$ cat config.mk
export PLATFORM = sky130hd
export DESIGN_NAME = bundle_reader_flat
export DESIGN_NICKNAME = d
export VERILOG_FILES = /design/src/rtl/bundle_reader_pkg.sv /design/src/rtl/bundle_reader_if.sv /design/src/rtl/bundle_reader_snap_fifo.sv /design/src/rtl/bundle_reader.sv /design/src/flat_wrapper.sv
export SDC_FILE = /design/constraint.sdc
export NUM_CORES = 1
export LEC_CHECK = 0
export ABC_AREA = 1
export CORE_MARGIN = 10
export CORE_UTILIZATION = 30
export CTS_CLUSTER_DIAMETER = 40
export DETAILED_ROUTE_END_ITERATION = 7
export PLACE_DENSITY = 0.47
export SYNTH_ARGS = -nofsm -noshare
export SYNTH_HDL_FRONTEND = slang
export SYNTH_HIERARCHICAL = 1
export SYNTH_SLANG_ARGS = --single-unit
$ cat constraint.sdc
create_clock -name b_clock -period 2.51 [get_ports b_clock]
set_clock_uncertainty 0.05 [all_clocks]
set_input_delay 0.502 -clock b_clock [delete_from_list [all_inputs] [get_ports b_clock]]
set_output_delay 0.502 -clock b_clock [all_outputs]
set_load 0.01 [all_outputs]
$ cat src/rtl/bundle_reader_pkg.sv
// bundle_pkg: shared state enum, default widths and the writer's bit-update rule
package bundle_pkg;
  typedef enum logic [1:0] {IDLE, TRACK, FAULT} state_e;
  localparam int DEF_WIDTH = 4;
  localparam int DEF_IDX_W = 2;
  localparam int MAX_W = 32;
  // Writer update rule: inp with bit idx replaced by out; callers size to their own width.
  function automatic logic [MAX_W-1:0] next_inp(input logic [MAX_W-1:0] inp, input logic [4:0] idx,
                                                input logic out);
    logic [MAX_W-1:0] r;
    r = inp;
    r[idx] = out;
    return r;
  endfunction
endpackage

$ cat src/rtl/bundle_reader_if.sv
// bundle_reader_if: parity-feedback bundle plus snapshot valid/ready stream
//  master: writer/consumer side (drives b_index, b_inp, b_out, snap_ready)
//  slave:  reader side (drives snap_valid, snap_data)
interface bundle_reader_if import bundle_pkg::*; #(
  parameter int WIDTH = DEF_WIDTH,
  parameter int IDX_W = DEF_IDX_W
);
  logic [IDX_W-1:0] b_index;
  logic [WIDTH-1:0] b_inp;
  logic b_out;
  logic snap_valid;
  logic snap_ready;
  logic [WIDTH-1:0] snap_data;
  modport master (output b_index, b_inp, b_out, snap_ready, input snap_valid, snap_data);
  modport slave (input b_index, b_inp, b_out, snap_ready, output snap_valid, snap_data);
endinterface

$ cat src/rtl/bundle_reader_snap_fifo.sv
// snap_fifo: 2-deep valid/ready FIFO whose outputs come straight from the head register
//  clk, rst_n (async active-low) | push, din in | ready in | valid, dout, full out
module snap_fifo #(
  parameter int WIDTH = 4
) (
  input  logic             clk,
  input  logic             rst_n,
  input  logic             push,
  input  logic [WIDTH-1:0] din,
  input  logic             ready,
  output logic             valid,
  output logic [WIDTH-1:0] dout,
  output logic             full
);
  logic [WIDTH-1:0] head_q, head_d, tail_q, tail_d, h;
  logic head_v_q, head_v_d, tail_v_q, tail_v_d;
  logic pop, h_v, t_v, acc;
  // Pop first (tail shifts into head), then place an accepted push in the first free slot.
  always_comb begin
    pop = head_v_q && ready;
    h_v = pop ? tail_v_q : head_v_q;
    h = pop ? tail_q : head_q;
    t_v = pop ? 1'b0 : tail_v_q;
    acc = push && !t_v;
    head_v_d = h_v || acc;
    head_d = (acc && !h_v) ? din : h;
    tail_v_d = t_v || (acc && h_v);
    tail_d = (acc && h_v) ? din : tail_q;
  end
  always_ff @(posedge clk or negedge rst_n)
    if (!rst_n) begin
      head_q <= '0;
      tail_q <= '0;
      head_v_q <= 1'b0;
      tail_v_q <= 1'b0;
    end else begin
      head_q <= head_d;
      tail_q <= tail_d;
      head_v_q <= head_v_d;
      tail_v_q <= tail_v_d;
    end
  assign valid = head_v_q;
  assign dout = head_q;
  assign full = head_v_q && tail_v_q;
endmodule

$ cat src/rtl/bundle_reader.sv
// bundle_reader: passive checker of the parity-feedback bundle with lock tracking and sweep snapshots
//  b_clock, reset_n (async active-low) | bus: bundle in, snapshot stream out
//  locked, err, err_count, drop_count: status outputs
module bundle_reader import bundle_pkg::*; #(
  parameter int WIDTH = DEF_WIDTH,
  parameter int IDX_W = DEF_IDX_W,
  parameter int LOCK_N = 3,
  parameter int ERR_CNT_W = 8
) (
  input  logic                 b_clock,
  input  logic                 reset_n,
  bundle_reader_if.slave       bus,
  output logic                 locked,
  output logic                 err,
  output logic [ERR_CNT_W-1:0] err_count,
  output logic [ERR_CNT_W-1:0] drop_count
);
  localparam int GW = $clog2(LOCK_N + 1);
  state_e state_q, state_d;
  logic [WIDTH-1:0] pred_inp_q, pred_inp_d;
  logic [IDX_W-1:0] pred_idx_q, pred_idx_d;
  logic [GW-1:0] good_q, good_d, good_inc;
  logic [ERR_CNT_W-1:0] err_cnt_q, err_cnt_d, drop_cnt_q, drop_cnt_d;
  logic locked_q, locked_d, err_q, err_d;
  logic mismatch, push, drop, fifo_full;
  always_ff @(posedge b_clock or negedge reset_n)
    if (!reset_n) begin
      state_q <= IDLE;
      pred_inp_q <= '0;
      pred_idx_q <= '0;
      good_q <= '0;
      locked_q <= 1'b0;
      err_q <= 1'b0;
      err_cnt_q <= '0;
      drop_cnt_q <= '0;
    end else begin
      state_q <= state_d;
      pred_inp_q <= pred_inp_d;
      pred_idx_q <= pred_idx_d;
      good_q <= good_d;
      locked_q <= locked_d;
      err_q <= err_d;
      err_cnt_q <= err_cnt_d;
      drop_cnt_q <= drop_cnt_d;
    end
  // Prediction checks only exist once a previous sample has loaded the shadow (state left IDLE).
  always_comb begin
    mismatch = (bus.b_out != ^bus.b_inp) ||
               (state_q != IDLE && (bus.b_inp != pred_inp_q || bus.b_index != pred_idx_q));
    pred_inp_d = WIDTH'(next_inp(MAX_W'(bus.b_inp), 5'(bus.b_index), bus.b_out));
    pred_idx_d = bus.b_index + IDX_W'(1);
    good_inc = good_q + GW'(1);
    state_d = mismatch ? FAULT : (state_q != FAULT || good_inc == GW'(LOCK_N)) ? TRACK : FAULT;
    good_d = (state_q == FAULT && !mismatch && good_inc != GW'(LOCK_N)) ? good_inc : '0;
  end
  always_comb begin
    locked_d = state_d == TRACK;
    err_d = err_q || mismatch;
    err_cnt_d = err_cnt_q + ERR_CNT_W'(mismatch && err_cnt_q != '1);
    push = state_q == TRACK && bus.b_index == '0 && !mismatch;
    drop = push && fifo_full && !(bus.snap_valid && bus.snap_ready);
    drop_cnt_d = drop_cnt_q + ERR_CNT_W'(drop && drop_cnt_q != '1);
  end
  snap_fifo #(.WIDTH(WIDTH)) u_fifo (
    .clk(b_clock),
    .rst_n(reset_n),
    .push(push),
    .din(bus.b_inp),
    .ready(bus.snap_ready),
    .valid(bus.snap_valid),
    .dout(bus.snap_data),
    .full(fifo_full)
  );
  assign locked = locked_q;
  assign err = err_q;
  assign err_count = err_cnt_q;
  assign drop_count = drop_cnt_q;
endmodule

$ cat src/flat_wrapper.sv
// flat-port wrapper written by rule: the top's interface ports become plain ports
module bundle_reader_flat import bundle_pkg::*;
#(
  parameter int WIDTH = DEF_WIDTH,
  parameter int IDX_W = DEF_IDX_W,
  parameter int LOCK_N = 3,
  parameter int ERR_CNT_W = 8
)
  (b_clock, reset_n, locked, err, err_count, drop_count, bus_b_index, bus_b_inp, bus_b_out, bus_snap_ready, bus_snap_valid, bus_snap_data);
  bundle_reader_if #(.WIDTH(WIDTH), .IDX_W(IDX_W)) bus_i ();
  input  logic b_clock;
  input  logic reset_n;
  output logic locked;
  output logic err;
  output logic [ERR_CNT_W-1:0] err_count;
  output logic [ERR_CNT_W-1:0] drop_count;
  input wire logic [$bits(bus_i.b_index)-1:0] bus_b_index;
  input wire logic [$bits(bus_i.b_inp)-1:0] bus_b_inp;
  input wire logic [$bits(bus_i.b_out)-1:0] bus_b_out;
  input wire logic [$bits(bus_i.snap_ready)-1:0] bus_snap_ready;
  output wire logic [$bits(bus_i.snap_valid)-1:0] bus_snap_valid;
  output wire logic [$bits(bus_i.snap_data)-1:0] bus_snap_data;
  assign bus_i.b_index = bus_b_index;
  assign bus_i.b_inp = bus_b_inp;
  assign bus_i.b_out = bus_b_out;
  assign bus_i.snap_ready = bus_snap_ready;
  assign bus_snap_valid = bus_i.snap_valid;
  assign bus_snap_data = bus_i.snap_data;
  bundle_reader #(.WIDTH(WIDTH), .IDX_W(IDX_W), .LOCK_N(LOCK_N), .ERR_CNT_W(ERR_CNT_W)) u_core (.b_clock(b_clock), .reset_n(reset_n), .bus(bus_i), .locked(locked), .err(err), .err_count(err_count), .drop_count(drop_count));
endmodule
==> summary.md <==
| Metric | Value |
|---|---|
| Final Hold Fails | 0 |
| Nets | 291 |
| Register area share after synthesis | 50.1% |
| DR vias/cell | 4.22 |
| Gpl congestion | 0.745 |
| Clock tree buffer depth | 2 |
| Synth Flop Type | dfrtp_1 |
| Synth warn | 6 |
| Post-synthesis cell area | 1850 µm² |
| Chip Height | 98.5 µm |
| H-tree Lvls | 2 |
| Total Die Area | 9690 µm² |
| Root buf cell | clkbuf_8 |
| Final min period | 2290 ps |
| # DRC | 0 |
| Final instance area | 2540 µm² |
| PortBufs | 32 |
| First-pass DRT Iterations | 4 |
| CTS Buf Count | 5 |
| Flops & latches, synth | 37 |
| Rows | 28 |
| Congestion Overflow GR | 0 |
| Sink Count | 37 |
| Largest family of logic cells by synthesized area | simple AND/OR/NAND/NOR gates |
| Vias in the first global route | 1,531 |
| Crit path DAT | 2420 ps |
| Max cap viols | 0 |
| Final setup fails | 0 |
| Starting Density | 31.0% |
| Via count | 1,467 |
| Final non-filler cell total | 348 |
| Core Area | 5960 µm² |
| Adder-Cell Fraction of Synth Area | 6.10% |
| Final Max Tran Viols | 0 |
| EDFF count, synth | 0 |
| Post-synthesis compound-gate area fraction | 4.81% |
| Detailed Route Iter0 Violations | 13 |
| I/O pin count | 33 |
| Post-Synth Simple-Gate Area | 25.5% |
| Fin crit share | 91.4% |
| Post-Route WL | 3830 µm |
| Final worst slack | 216 ps |
| Lkg Pwr | 1.37 nW |
| CTS tree | yes |
| Worst hold slack | 272 ps |
| Xor/xnor share of the synthesized area | 6.17% |
| DR WL/cell | 11.0 µm |
| Place WS | -132 ps |
| VDD IR max | 0.479 mV |
| Number of diodes | 0 |
| Total Routing Usage GR | 8.49% |
| Worst Tran Pin Value | 843 ps |
| Startpoint Class | input port |
| Synthesized area per cell | 8.71 µm² |
| Synth cell types | 23 |
| Async SR Flop Fraction | 100% |
| Mux contribution to synthesized area | 0% |
| Total Power | 1.64 mW |
| Crit-path max FO | 3 |
| Synth cell count leaders | 55 x nand2_1, 37 x dfrtp_1, 33 x inv_1 |
| Post-route ant nets | 0 |
| Initial antenna violation count | 0 |
| Die X | 98.5 µm |
| RSZ-0062 raised after global routing | no |
| Pin count of the biggest net entering global routing | 38 |
| WS Path Type | in2reg |
| Hold/Removal Path Class | in2async |
| Pwr per Cell Area | 645 nW/µm² |
| Latest clock arrival within the worst-skew pair | 280 ps |
| Relative slew slack | 43.8% |
| Area Growth Syn to Fin | 37.5% |
| Hpwl dp | 2950 µm |
| First-pass GRT wire length | 7000 µm |
| Largest cells by area after synthesis | dfrtp_1 50%, nand2_1 11%, inv_1 6.7% |
| Largest area contributor in the netlist | dfrtp_1 |
| Top cell type's share of synthesized area | 50.1% |
| Status | complete, no violations |
| Setup TNS | 0 ps |
| Layout cell share with drive strength beyond 1 | 17.9% |
| Most common cell in the synthesized netlist | nand2_1 |
| Fmax | 0.436 GHz |
| Placement Cell Area | 2410 µm² |
| Dpl cells | 339 |
| Post-synthesis cell count | 212 |
| Clk slew on worst S/H paths | 70 ps |
| Crit. End Element | flip-flop |
| Syn_nets | 231 |
| Core Util, Final | 42.6% |
| CP Data Required Time | 2630 ps |
-- metal layers --
metal,global-route usage [%],up-vias,routed length [µm],share of wire (%)
li1,-,777,-,-
met1,10.4,661,1800,47
met2,13.5,24,1750,46
met3,3.35,5,244,6.4
met4,2.32,0,40,1.0
met5,0,-,0,0
-- logic make-up (layout without fill, tap and decap cells) --
kind of cell             count (synthesis)  count (layout)
AND/OR/NAND/NOR                        102             102
AO/OA/AOI/OAI                           15              15
flip-flops                              37              37
adder cells (fa/ha/maj)                  9               9
buffers and inverters                   36              97
XOR/XNOR                                13              13
-- flip-flops by register name, indices dropped and copies added (netlist names) --
name                    flops
u_core/u_fifo/dout          4
u_core/pred_idx_q           2
u_core/u_fifo/valid         1
u_core/err_count            8
u_core/u_fifo/tail_v_q      1
u_core/good_q               2
u_core/state_q              2
u_core/drop_count           8
u_core/err                  1
u_core/pred_inp_q           4
u_core/u_fifo/tail_q        4
-- worst max-delay path, cell delays in order --
cell and delay (ps):
clkdlybuf4s50_1 490, inv_1 80, nand2_1 80, nand2_1 50, nand2_1 70, nand2_1 50
nand2_1 60, nand2_2 70, nand2_2 110, inv_2 50, nor2_2 70, ha_1 160
nand3_1 110, nor3_2 160, nand3_1 140, xnor2_1 150
-- cells in the final DEF, fill, tap and decap left out --
master           Yosys  final
clkbuf_8             0      7
ha_1                 9      8
nor2_4               1      1
or2_2                1      1
inv_1               33     33
ha_2                 0      1
dlymetal6s2s_1       0      5
nand4_1              1      1
nor3_2               1      1
o21bai_1             4      4
buf_4                0     21
xnor2_1              6      6
nor2_1              13     10
nor2_2               1      4
clkinv_2             0      1
nor2_8               1      1
o21ai_0              9      9
nand3_1             19     19
nor3_1               2      2
a21boi_1             1      1
dfrtp_1             37     37
xor2_1               7      7
nand3b_1             1      1
buf_2                0      1
inv_2                3      3
a31oi_1              1      1
nand2_1             55     54
clkdlybuf4s50_1      0     26
nand2_4              1      1
nand2_2              5      6
-- power breakdown --
part / switching [mW] / total, mW / internal [mW]
combinational: 0.193 / 0.428 / 0.235
clock: 0.200 / 0.448 / 0.248
sequential: 0.0808 / 0.761 / 0.680
total: 0.475 / 1.64 / 1.16
-- repair_timing --
| item | CTS | global route |
|---|---|---|
| buffers inserted | 0 | 1 |
| hold buffers | 0 | 0 |
| setup endpoints to repair | 0 | 7 |
| resized for setup | 0 | 10 |
-- worst paths after layout --
| check | from | endpoint | slack (ps) | depth (start not counted) |
|---|---|---|---|---|
| max | bus_b_inp[2] | u_core/err_count[7] | 220 | 16 |
| min | reset_n | u_core/u_fifo/tail_q[1] | 270 | 1 |
| max reg2reg | u_core/state_q[0] | u_core/drop_count[7] | 630 | 9 |
| min reg2reg | u_core/good_q[0] | u_core/good_q[0] | 380 | 1 |
| max in group asynchronous | reset_n | u_core/pred_inp_q[1] | 1600 | 1 |
| min in group b_clock | u_core/good_q[0] | u_core/good_q[0] | 380 | 1 |
-- cell type report --
type | count | area, µm²
flip-flops and latches | 37 | 926
repair buffers | 53 | 485
clock buffers | 7 | 96.3
inverters | 36 | 135
well taps | 75 | 93.8
fillers | 618 | 3420
multi-input cells | 139 | 798
clock inverters | 1 | 5.00
Power figures use the tool's default switching activity.
